`config.mk`:
```
export PLATFORM = sky130hd
export DESIGN_NAME = unified_mem_arbiter
export DESIGN_NICKNAME = d
export VERILOG_FILES = /design/src/rtl/unified_mem_arbiter_pkg.sv /design/src/rtl/unified_mem_arbiter_store_lane_gen.sv /design/src/rtl/unified_mem_arbiter.sv
export SDC_FILE = /design/constraint.sdc
export NUM_CORES = 1
export LEC_CHECK = 0
export BUFFER_PORTS_ARGS = -buffer_cell sky130_fd_sc_hd__buf_2
export CAP_MARGIN = 30
export CORE_MARGIN = 2
export CORE_UTILIZATION = 40
export CTS_CLUSTER_DIAMETER = 50
export DETAILED_ROUTE_END_ITERATION = 12
export PLACE_DENSITY = 0.81
export SLEW_MARGIN = 25
export SYNTH_ARGS = -nofsm -noshare
export SYNTH_HDL_FRONTEND = slang
export SYNTH_SLANG_ARGS = --single-unit
```
`constraint.sdc`:
```
create_clock -name clk -period 2.9 [get_ports clk]
set_input_delay 0.87 -clock clk [delete_from_list [all_inputs] [get_ports clk]]
set_output_delay 0.87 -clock clk [all_outputs]
set_load 0.02 [all_outputs]
```
`src/rtl/unified_mem_arbiter_pkg.sv`:
```
// Shared types for the unified memory arbiter: store width codes and arbiter FSM states.
package unified_mem_arbiter_pkg;

  typedef enum logic [1:0] {
    SM_BYTE = 2'b00,
    SM_HALF = 2'b01,
    SM_WORD = 2'b10,
    SM_RSVD = 2'b11
  } save_method_e;

  typedef enum logic [1:0] {
    ARB_IDLE,
    ARB_FETCH,
    ARB_DATA,
    ARB_RESP
  } arb_state_e;

endpackage

```
`src/rtl/unified_mem_arbiter_store_lane_gen.sv`:
```
// Store lane generator: byte enables, lane-replicated write data and misalignment flag.
// Combinational; shared with the load-extension unit.
module store_lane_gen
  import unified_mem_arbiter_pkg::*;
(
  input  logic [1:0]  method_i,
  input  logic [1:0]  addr_i,
  input  logic [31:0] wdata_i,
  output logic [3:0]  be_o,
  output logic [31:0] wdata_o,
  output logic        misalign_o
);

  always_comb begin
    be_o       = '0;
    wdata_o    = wdata_i;
    misalign_o = 1'b0;
    case (save_method_e'(method_i))
      SM_BYTE: begin
        be_o    = 4'b0001 << addr_i;
        wdata_o = {4{wdata_i[7:0]}};
      end
      SM_HALF: begin
        be_o       = 4'b0011 << {addr_i[1], 1'b0};
        wdata_o    = {2{wdata_i[15:0]}};
        misalign_o = addr_i[0];
      end
      SM_WORD: begin
        be_o       = '1;
        misalign_o = (addr_i != 2'b00);
      end
      default: misalign_o = 1'b1;
    endcase
  end

endmodule

```
`src/rtl/unified_mem_arbiter.sv`:
```
// Arbitrates the single-ported unified memory between fetch and load/store,
// sequencing each access through IDLE -> FETCH/DATA -> RESP.
module unified_mem_arbiter
  import unified_mem_arbiter_pkg::*;
#(
  parameter int unsigned N       = 32,
  parameter int unsigned TIMEOUT = 15
) (
  input  logic         clk,
  input  logic         rst_n,
  input  logic         if_req,
  input  logic [N-1:0] if_addr,
  output logic [N-1:0] if_rdata,
  output logic         if_valid,
  input  logic         dm_req,
  input  logic         dm_we,
  input  logic [N-1:0] dm_addr,
  input  logic [N-1:0] dm_wdata,
  input  logic [1:0]   dm_save_method,
  output logic [N-1:0] dm_rdata,
  output logic         dm_valid,
  output logic         dm_err,
  output logic         stall_if,
  output logic         stall_dm,
  output logic         mem_req,
  output logic         mem_we,
  output logic [N-1:0] mem_addr,
  output logic [3:0]   mem_be,
  output logic [N-1:0] mem_wdata,
  input  logic [N-1:0] mem_rdata,
  input  logic         mem_ready
);

  arb_state_e   state_q, state_d;
  logic [N-1:0] addr_q, addr_d, wdata_q, wdata_d;
  logic [N-1:0] if_rdata_q, if_rdata_d, dm_rdata_q, dm_rdata_d;
  logic [3:0]   be_q, be_d, cnt_q, cnt_d;
  logic         we_q, we_d, resp_dm_q, resp_dm_d, err_q, err_d, last_dm_q, last_dm_d;
  logic [3:0]   lane_be;
  logic [N-1:0] lane_wdata;
  logic         lane_misalign;
  logic         busy;
  logic         unused_if_addr_lsb;

  assign unused_if_addr_lsb = ^if_addr[1:0];

  store_lane_gen u_lane (
    .method_i   (dm_save_method),
    .addr_i     (dm_addr[1:0]),
    .wdata_i    (dm_wdata),
    .be_o       (lane_be),
    .wdata_o    (lane_wdata),
    .misalign_o (lane_misalign)
  );

  always_comb begin
    state_d    = state_q;
    addr_d     = addr_q;
    wdata_d    = wdata_q;
    be_d       = be_q;
    we_d       = we_q;
    cnt_d      = cnt_q;
    resp_dm_d  = resp_dm_q;
    err_d      = err_q;
    last_dm_d  = last_dm_q;
    if_rdata_d = if_rdata_q;
    dm_rdata_d = dm_rdata_q;
    case (state_q)
      ARB_IDLE: begin
        // Data has priority unless it also won the previous completed grant.
        if (dm_req && (!if_req || !last_dm_q)) begin
          resp_dm_d = 1'b1;
          addr_d    = {dm_addr[N-1:2], 2'b00};
          we_d      = dm_we;
          cnt_d     = '0;
          be_d      = dm_we ? lane_be : '1;
          wdata_d   = dm_we ? lane_wdata : '0;
          if (dm_we && lane_misalign) begin
            err_d     = 1'b1;
            last_dm_d = 1'b1;
            state_d   = ARB_RESP;
          end else begin
            err_d   = 1'b0;
            state_d = ARB_DATA;
          end
        end else if (if_req) begin
          resp_dm_d = 1'b0;
          addr_d    = {if_addr[N-1:2], 2'b00};
          we_d      = 1'b0;
          cnt_d     = '0;
          be_d      = '1;
          wdata_d   = '0;
          err_d     = 1'b0;
          state_d   = ARB_FETCH;
        end
      end
      ARB_FETCH, ARB_DATA: begin
        if (mem_ready) begin
          if (state_q == ARB_FETCH) begin
            if_rdata_d = mem_rdata;
          end else if (!we_q) begin
            dm_rdata_d = mem_rdata;
          end
          last_dm_d = (state_q == ARB_DATA);
          state_d   = ARB_RESP;
        end else if (cnt_q == 4'(TIMEOUT - 1)) begin
          err_d     = 1'b1;
          last_dm_d = (state_q == ARB_DATA);
          state_d   = ARB_RESP;
        end else begin
          cnt_d = cnt_q + 4'd1;
        end
      end
      ARB_RESP: state_d = ARB_IDLE;
      default:  state_d = ARB_IDLE;
    endcase
  end

  always_ff @(posedge clk or negedge rst_n) begin
    if (!rst_n) begin
      state_q    <= ARB_IDLE;
      addr_q     <= '0;
      wdata_q    <= '0;
      be_q       <= '0;
      we_q       <= 1'b0;
      cnt_q      <= '0;
      resp_dm_q  <= 1'b0;
      err_q      <= 1'b0;
      last_dm_q  <= 1'b0;
      if_rdata_q <= '0;
      dm_rdata_q <= '0;
    end else begin
      state_q    <= state_d;
      addr_q     <= addr_d;
      wdata_q    <= wdata_d;
      be_q       <= be_d;
      we_q       <= we_d;
      cnt_q      <= cnt_d;
      resp_dm_q  <= resp_dm_d;
      err_q      <= err_d;
      last_dm_q  <= last_dm_d;
      if_rdata_q <= if_rdata_d;
      dm_rdata_q <= dm_rdata_d;
    end
  end

  // Memory-side outputs are gated so they read as zero outside busy states.
  assign busy      = (state_q == ARB_FETCH) || (state_q == ARB_DATA);
  assign mem_req   = busy;
  assign mem_we    = busy & we_q;
  assign mem_addr  = busy ? addr_q : '0;
  assign mem_be    = busy ? be_q : '0;
  assign mem_wdata = busy ? wdata_q : '0;

  assign if_valid = (state_q == ARB_RESP) && !resp_dm_q;
  assign dm_valid = (state_q == ARB_RESP) && resp_dm_q;
  assign dm_err   = (state_q == ARB_RESP) && err_q;
  assign if_rdata = if_rdata_q;
  assign dm_rdata = dm_rdata_q;
  assign stall_if = if_req & ~if_valid;
  assign stall_dm = dm_req & ~dm_valid;

endmodule

```
==> results of run 1 <==
synthesized netlist by cell type, types with 2 or more instances:
library cell  number  area (sq um)
dfrtp_1          140          3500
nand2_1           97           364
mux2_2            70           788
and2_1            69           432
nor2_1            40           150
a31oi_1           33           206
o21ai_0           33           165
clkbuf_1          22          82.6
nor2b_1           19           119
mux2i_1           13           130
a21oi_1           12          60.1
buf_2             11          55.1
a22o_1             8          70.1
ha_1               6          75.1
o21ai_1            6          30.0
buf_4              5          37.5
inv_1              5          18.8
nand3_1            4          20.0
buf_1              2          7.51
nand4_1            2          12.5
o31ai_1            2          15.0
or3_1              2          12.5
per-layer routing:
layer / vias to the layer above / GRT usage [%]
li1: 2608 / -
met1: 2606 / 25.0
met2: 195 / 32.6
met3: 16 / 4.36
met4: 0 / 6.88
met5: - / 0
kinds of logic after synthesis:
kind of cell,synth area share [%]
simple gates,17.6
flops,53.9
compound gates,9.61
mux,14.3
buf+inv,3.35
fa+ha+maj,1.16
other cells,0.0577
worst paths after layout:
check	to	slack [ns]
max reg2reg	dm_rdata[19]$_DFFE_PN0P_	0.72
max in group asynchronous	addr_q[18]$_DFFE_PN0P_	1.80
min reg2reg	wdata_q[22]$_DFFE_PN0P_	0.47
max	mem_wdata[8]	0.16
min in group clk	wdata_q[22]$_DFFE_PN0P_	0.47
min	dm_rdata[24]$_DFFE_PN0P_	0.46
layout make-up:
cell class	count	area, sq um	share of cell area, %
Clock inverter	10	114	1.31
Multi-Input combinational cell	429	2800	32.2
Clock buffer	21	460	5.29
Sequential cell	140	3500	40.3
Timing Repair Buffer	284	1530	17.5
Inverter	5	18.8	0.216
Tap cell	216	270	3.11
critical path, cell delays in order (launching register included):
cell	delay (ns)
dfrtp_1	0.41
inv_1	0.10
ha_4	0.40
buf_4	0.23
and2_1	0.16
buf_2	0.16
power by group through the flow:
stage / logic (mW) / registers (mW) / clock network, mW
floorplan: 3.12 / 3.91 / 0
global placement: 5.37 / 3.39 / 0
detailed placement: 5.46 / 3.44 / 0
CTS: 5.50 / 3.41 / 2.18
global route: 5.91 / 3.54 / 2.29
finish: 5.48 / 3.42 / 2.13
cells in the final DEF (no fill, tap or decap), types with 3 or more instances in the layout:
| master | count |
|---|---|
| clkinv_2 | 4 |
| clkbuf_16 | 17 |
| a21oi_1 | 12 |
| o21ai_0 | 33 |
| o21ai_1 | 5 |
| ha_1 | 5 |
| a31oi_1 | 33 |
| nor2_1 | 40 |
| buf_12 | 5 |
| buf_2 | 269 |
| inv_1 | 5 |
| buf_4 | 9 |
| dfrtp_1 | 140 |
| mux2i_1 | 13 |
| a22o_1 | 8 |
| nor2b_1 | 19 |
| and2_1 | 69 |
| nand2_1 | 97 |
| mux2_2 | 70 |
| nand3_1 | 4 |
| inv_6 | 3 |
what timing repair did:
action                     4_1_cts  5_1_grt
buffers inserted                 0        1
hold endpoints to repair         0        0
setup endpoints to repair       42       21
pin swaps                        0        1
gates resized for setup          1        0
flip-flops by register name, indices dropped and copies added, names as in the netlist:
| register | count |
|---|---|
| err_q | 1 |
| dm_rdata | 32 |
| last_dm_q | 1 |
| cnt_q | 4 |
| if_rdata | 32 |
| we_q | 1 |
| wdata_q | 32 |
| resp_dm_q | 1 |
| state_q | 2 |
| addr_q | 30 |
| be_q | 4 |
==> impl_metrics.yaml, run 1 <==
power_and_ir_drop:
  total_power_mw: 11.0
  powerDensity_nw_per_um2: 1270
  switching_share_pct: 41.5
  p_sw_mw: 4.58
  leakage_nw: 4.32
  seq_power_share_pct: 31.0
  p_clk_share_pct: 19.3
  vdd_ir_drop_max_mv: 0.697
  p_comb_share_pct: 49.7
  p_int_mw: 6.44
timing:
  setup_viol: 0
  layout_min_cycle_time_ns: 2.74
  fmax_mhz: 365
  tightest_slew_ns: 0.676
  whs_ns: 0.462
  skew_ns: 0.00782
  finalHoldViolCount: 0
  fin_crit_sh_pct: 94.4
  grt_setup_unrepaired: "no"
  fin_ws_ns: 0.162
  slew_viol_final: 0
  fin_tns_setup_ns: 0
  slew_headroom_pct: 54.9
synth:
  synthCells: 615
  yosysUniqueCellTypes: 36
  postSynthAreaPerCell_sq_um: 10.6
  synthFlopType: "dfrtp_1"
  ys_seq_elements: 140
  synth_edf_count: 0
  syn-cell-area_sq_um: 6500
  yosys_warnings: 0
  ys_async_sr_fraction_pct: 100
  yosysSeqAreaShare_pct: 53.9
place:
  gp_congestion: 0.782
  place.port_buffers: 270
  placed_area_sq_um: 8100
  dpl_worst_slack_ns: 0.309
  place_hpwl_microns: 12000
  numPlacedInstances: 1073
route:
  vias: 5425
  drt-met1-wl_microns: 7200
  wl_met2_microns: 8330
  final_antenna_net_count: 0
  top_layer: "met4"
  wire_per_inst_microns: 15.1
  via_per_inst: 4.91
  drc: 0
  first_pass_iters: 6
  dr_wl_met3_microns: 944
  totalWireLength_microns: 16700
  drt_iter0_markers: 250
finish:
  drive_gt1_share_pct: 44.0
  area_growth_pct: 33.8
  diodes: 0
  finalCoreUtilization_pct: 54.7
  fin_cells: 1105
  design_area_sq_um: 8700
  fill_cells: 1407
  nNetsFinal: 1019
worst_setup_path:
  reg2reg_depth: 7
  reg2reg_from: "state_q[0]$_DFFE_PN0P_"
  arrival_ns: 1.87
  path_max_fanout: 19
  cp.required_ns: 2.03
  crit_start: "state_q[0]$_DFFE_PN0P_"
  path_class: "reg2out"
  start_kind: "flop"
  cp-end-kind: "output port"
floorplan:
  core_area_sq_um: 15900
  start_util_pct: 40.9
  boundaryPins: 275
  die_area_sq_um: 17300
  rows: 46
  die_height_microns: 131
  die_w_microns: 131
global_routing:
  grt_pass1_wl_microns: 27000
  grt_pass1_vias: 5266
  grt_util_all_layers_pct: 19.5
  grt.overflow.total: 0
  grt_max_degree: 64
  antenna_found_initial: 0
clock_network:
  cts-root-buf: "clkbuf_16"
  clock_latency_ns: 0.40
  clkSlewWorstSetupHoldPaths_ns: 0.06
  clkSinkCount: 140
  cts-hold-fix-buffers: 0
  clockBufferDepth: 2
  htreeDepth: 4
  tritoncts: "built"
  cts_buffers: 17
flow_run:
  max-cap-violations: 0
run_status:
  status: "complete, no violations"
min_path:
  hp-class: "in2async"
Power figures use the tool's default switching activity.
==> run 2: changes to the inputs <==
--- a/config.mk
+++ b/config.mk
@@ -14,2 +14,3 @@
 export PLACE_DENSITY = 0.81
+export SKIP_CTS_REPAIR_TIMING = 1
 export SLEW_MARGIN = 25
==> constraint.sdc (replaced) <==
create_clock -name clk -period 2.9 [get_ports clk]
set_input_delay 0.145 -clock clk [delete_from_list [all_inputs] [get_ports clk]]
set_output_delay 0.145 -clock clk [all_outputs]
set_load 0.02 [all_outputs]
==> run 2 against run 1 <==
The run now ends with negative hold slack left. Sequential cell count did not move. Design area rose by 7.7%. Cell count rose by 6.3%. Fmax rose by 13%. Sequential share of layout area fell by 2.9 points. Worst setup slack improved by 0.31 ns. Core utilization rose by 4.2 points. Combinational power rose by 2%. Worst hold slack got worse by 0.48 ns. Count of clock-buffer cells in the layout fell by 2. Wire length rose by 8.3%. Power rose by 1.2%. Largest cell class unchanged. Largest power group unchanged. Highest routed layer unchanged.
==> impl_metrics.yaml, run 2 (same netlist as run 1, synthesis figures left out) <==
finish:
  multi_input_area_sq_um: 2790
  drive_gt1_share_pct: 40.5
  diodes: 0
  fill_cells: 1320
  final_cell_mix: "buf_2, dfrtp_1, nand2_1, dlygate4sd3_1, mux2_2"
  area_growth_pct: 44.1
  nNetsFinal: 1088
  regArea_sq_um: 3500
  layout_commonest_cell: "buf_2"
global_routing:
  grt_pass1_wl_microns: 26700
  grt.overflow.total: 0
  antenna_found_initial: 0
  grt_pass1_vias: 5195
  grt_util_all_layers_pct: 19.1
  grt_max_degree: 78
timing:
  finalHoldViolCount: 10
  fin_tns_setup_ns: 0
  setup_viol: 0
  grt_setup_unrepaired: "no"
  layout_min_cycle_time_ns: 2.43
  slew_viol_final: 0
  skew_ns: 0.0106
  fin_crit_sh_pct: 83.7
  whs_ns: -0.0205
  tightest_slew_ns: 0.716
  fmax_mhz: 412
  slew_headroom_pct: 52.2
route:
  vias: 5778
  first_pass_iters: 6
  wire_per_inst_microns: 15.4
  drc: 0
  drt_iter0_markers: 268
  final_antenna_net_count: 0
  totalWireLength_microns: 18100
  via_per_inst: 4.92
clock_network:
  clkSlewWorstSetupHoldPaths_ns: 0.06
  cts_buffers: 17
  clockBufferDepth: 2
  clkSinkCount: 140
  tritoncts: "built"
  clock_latency_ns: 0.41
  cts-root-buf: "clkbuf_16"
  htreeDepth: 4
worst_setup_path:
  reg2reg_depth: 7
  start_kind: "flop"
  cp-end-kind: "flop"
  arrival_ns: 2.77
  cp.required_ns: 3.25
  path_max_fanout: 44
  path_class: "reg2reg"
floorplan:
  die_height_microns: 131
  rows: 46
  core_area_sq_um: 15900
  die_w_microns: 131
  die_area_sq_um: 17300
  boundaryPins: 275
  start_util_pct: 40.9
power_and_ir_drop:
  vdd_ir_drop_max_mv: 0.585
  powerDensity_nw_per_um2: 1190
  leakage_nw: 4.58
place:
  gp_congestion: 0.799
  place_hpwl_microns: 11700
  place.port_buffers: 270
min_path:
  whs_path_depth: 3
  hp-class: "in2reg"
run_status:
  failed_checks: "negative hold slack"
  status: "finished, violations left"
flow_run:
  max-cap-violations: 0
## run 2: cell count changes in the layout (fill, tap and decap cells not counted), moves of 2 or more
cell / delta
clkinv_2: -3
clkinv_4: +5
clkbuf_1: -2
dlygate4sd3_1: +75
buf_12: -3
buf_4: -3
## run 2: worst paths after layout
kind | from | end | slack (ns)
worst max-delay path | state_q[1]$_DFFE_PN0P_ | addr_q[31]$_DFFE_PN0P_ | 0.47
worst min-delay path | dm_addr[23] | addr_q[23]$_DFFE_PN0P_ | -0.02
worst max register to register | state_q[1]$_DFFE_PN0P_ | addr_q[31]$_DFFE_PN0P_ | 0.47
worst min register to register | wdata_q[17]$_DFFE_PN0P_ | wdata_q[17]$_DFFE_PN0P_ | 0.47
max in group asynchronous | rst_n | if_rdata[12]$_DFFE_PN0P_ | 1.77
min in group asynchronous | rst_n | dm_rdata[29]$_DFFE_PN0P_ | 0.35
## run 2: worst max-delay path, stage by stage, from the launching register on
cell and delay, ns:
dfrtp_1 0.38, inv_1 0.12, ha_2 0.35, o21a_2 0.46, buf_12 0.27, nor2_1 0.06
a31oi_1 0.15, dlygate4sd3_1 0.57
## run 2: report_power, final
group          total [mW]  internal (mW)  switching, mW
clock                2.10           1.24          0.860
combinational        5.61           2.28           3.34
sequential           3.43           2.92          0.512
total                11.2           6.44           4.71
## run 2: final cells by class
| cell class | instances | share of cell area (%) |
|---|---|---|
| Multi-Input combinational cell | 429 | 29.8 |
| Tap cell | 216 | 2.89 |
| Sequential cell | 140 | 37.4 |
| Clock inverter | 13 | 1.40 |
| Timing Repair Buffer | 353 | 23.4 |
| Inverter | 5 | 0.200 |
| Clock buffer | 19 | 4.84 |
## run 2: metal layers
| metal | vias up | share of wire (%) | global-route usage, % | routed length [microns] |
|---|---|---|---|---|
| met4 | 0 | 1.9 | 6.94 | 344 |
| met2 | 209 | 51 | 31.9 | 9280 |
| met3 | 29 | 5.0 | 4.05 | 901 |
| li1 | 2749 | - | - | - |
| met1 | 2791 | 42 | 24.5 | 7560 |
| met5 | - | 0 | 0 | 0 |
## run 2: per-stage QoR
stage               instances  worst slack [ns]  area [sq um]  utilization (%)  total power, mW
floorplan                 616             0.825          6500                -             7.03
global route             1175             0.250          9360             58.9             11.8
detailed placement       1068             0.734          8030             50.5             8.81
global placement         1068             0.803          8030             50.5             8.67
CTS                      1100             0.499          8610             54.2             11.0
finish                   1175             0.472          9360             58.9             11.2
==> run 3: changes to the inputs <==
Settings changed: ABC_AREA from default to 1, PLACE_DENSITY 0.81 to 0.8.
Clock period 2.9 ns to 2.3 ns, I/O delays scaled along.
==> run 3 against run 2 <==
The flow still finishes with violations (negative hold slack). Design area grew 1.6%. Power rose by 26%. Global-route usage grew 0.95 points. Die area grew 2.5%. Count of clock-buffer cells in the layout down 2. Worst hold slack worse by 0.017 ns. Via count is 15% higher. Core utilization down 1.2 points. Synthesized cell count increased by 35%. Register-to-register slack got worse by 0.16 ns. Worst setup slack worse by 0.29 ns. Clock power rose by 40%. Critical path type is now reg2out. Largest cell class unchanged. Largest power group unchanged.
==> impl_metrics.yaml, run 3 <==
clock_network:
  tritoncts: "built"
  clockBufferDepth: 2
  clkSinkCount: 140
  clock_latency_ns: 0.41
  cts_buffers: 17
  clkSlewWorstSetupHoldPaths_ns: 0.06
  cts-root-buf: "clkbuf_16"
  htreeDepth: 4
worst_setup_path:
  cp.required_ns: 2.18
  reg2reg_slack_ns: 0.31
  arrival_ns: 2.00
  cp-end-kind: "output port"
  crit_start: "state_q[0]$_DFFE_PN0P_"
  path_class: "reg2out"
  r2r_end: "dm_rdata[23]$_DFFE_PN0P_"
  reg2reg_from: "state_q[0]$_DFFE_PN0P_"
  path_max_fanout: 48
  reg2reg_depth: 7
  start_kind: "flop"
synth:
  postSynthAreaPerCell_sq_um: 8.01
  ys_async_sr_fraction_pct: 100
  yosysTopAreaCellShare_pct: 52.5
  synthAdderAreaFrac_pct: 1.13
  synth_compound_area_share_pct: 17.2
  ys_seq_elements: 140
  synth_edf_count: 0
  synth_top_family_by_area: "simple AND/OR/NAND/NOR gates"
  yosysUniqueCellTypes: 28
  yosys_warnings: 0
  yosysSeqAreaShare_pct: 52.5
  synthFlopType: "dfrtp_1"
  synthCells: 832
  synth_xor_area_share_pct: 0.131
  synth_simple_gate_area_share_pct: 18.0
  synth.area.mux_share_pct: 0
  synth_top_area_cell: "dfrtp_1"
  syn-cell-area_sq_um: 6670
  post-synth-top-count-cell: "nand2_1"
  synthTopCellsByArea: "dfrtp_1, nand2_1, o21ai_0"
  yosys-top-cells-count: "nand2_1, dfrtp_1, inv_1, o21ai_0, nor2_1"
floorplan:
  die_height_microns: 133
  core_area_sq_um: 16500
  boundaryPins: 275
  rows: 47
  start_util_pct: 40.5
  die_w_microns: 133
  die_area_sq_um: 17700
finish:
  design_area_sq_um: 9520
  nNetsFinal: 1300
  area_growth_pct: 42.7
  regArea_sq_um: 3500
  fill_cells: 1429
  multi_input_area_sq_um: 2440
  layout_commonest_cell: "buf_2"
  diodes: 0
  drive_gt1_share_pct: 30.7
  final_cell_mix: "buf_2, nand2_1, dfrtp_1, inv_1, o21ai_0"
timing:
  grt_setup_unrepaired: "no"
  slew_headroom_pct: 56.2
  layout_min_cycle_time_ns: 2.12
  fin_crit_sh_pct: 92.0
  finalHoldViolCount: 13
  tightest_slew_ns: 0.657
  whs_ns: -0.0372
  skew_ns: 0.00663
  fin_tns_setup_ns: 0
  fmax_mhz: 473
  slew_viol_final: 0
  setup_viol: 0
power_and_ir_drop:
  vdd_ir_drop_max_mv: 0.808
  powerDensity_nw_per_um2: 1470
  total_power_mw: 14.0
  leakage_nw: 5.50
place:
  place_hpwl_microns: 12500
  gp_congestion: 0.839
  placed_area_sq_um: 8180
  place.port_buffers: 270
global_routing:
  grt_util_all_layers_pct: 20.0
  antenna_found_initial: 0
  grt_pass1_wl_microns: 28600
  grt_pass1_vias: 5921
  grt.overflow.total: 0
  grt_max_degree: 68
route:
  via_per_inst: 4.77
  wire_per_inst_microns: 13.9
  drt_iter0_markers: 442
  vias: 6635
  final_antenna_net_count: 0
  first_pass_iters: 7
  totalWireLength_microns: 19400
  drc: 0
min_path:
  holdCritStartpoint: "dm_addr[8]"
  hp-class: "in2reg"
  whs_path_depth: 3
  hold_end: "addr_q[8]$_DFFE_PN0P_"
run_status:
  status: "finished, violations left"
  failed_checks: "negative hold slack"
flow_run:
  max-cap-violations: 0
run 3: cell count changes after synthesis, sizes merged, moves of 13 or more:
cell / change
o21ai: +129
nand2: +128
inv: +125
mux2: -71
and2: -69
nor2: +34
a31oi: -29
nor2b: -19
a21oi: +13
mux2i: -13
run 3: cell type report:
cell class                      count  area share (%)
Clock inverter                     15            2.22
Timing Repair Buffer              350            22.7
Sequential cell                   140            36.8
Inverter                          130            5.15
Tap cell                          220            2.89
Multi-Input combinational cell    519            25.7
Clock buffer                       17            4.47
run 3: cell families after synthesis:
logic type / count (synthesis)
xor gates and xnor gates: 1
buffers and inverters: 174
other: 1
adders and majority gates: 6
and+or+nand+nor: 311
AOI/OAI and AO/OA: 199
DFF: 140
run 3: stage by stage:
step	utilization [%]	cells	setup WS, ns	hold slack (ns)
finish	57.8	1391	0.184	-0.0372
global route	57.8	1391	0.0300	0.0000279
CTS	53.5	1322	0.0535	-0.284
detailed placement	49.7	1290	0.358	0.162
global placement	49.7	1290	0.370	0.153
floorplan	-	833	0.428	-0.181
run 3: worst max path at each step:
stage	cells past startpoint	end
2_1_floorplan	9	dm_rdata[0]$_DFFE_PN0P_
3_5_place_dp	7	dm_rdata[10]$_DFFE_PN0P_
5_1_grt	6	mem_addr[22]
6_report	6	mem_addr[2]
3_3_place_gp	7	addr_q[26]$_DFFE_PN0P_
4_1_cts	6	mem_wdata[1]
run 3: report_power, final:
group          internal, mW  switching [mW]  total [mW]
sequential             3.65           0.656        4.31
combinational          2.21            4.56        6.77
clock                  1.84            1.10        2.93
run 3: metal layers:
metal | routed length (microns) | vias up | share of wire [%] | track usage [%]
li1 | - | 3224 | - | -
met1 | 7950 | 3070 | 41 | 26.5
met2 | 9670 | 309 | 50 | 32.4
met3 | 1430 | 32 | 7.4 | 5.52
met4 | 330 | 0 | 1.7 | 6.09
met5 | 0 | - | 0 | 0
run 3: critical path: stages (launching register included):
cell and delay, ns:
dfrtp_1 0.40, inv_1 0.08, ha_2 0.41, buf_6 0.34
nand2_1 0.09, inv_1 0.07, buf_2 0.16
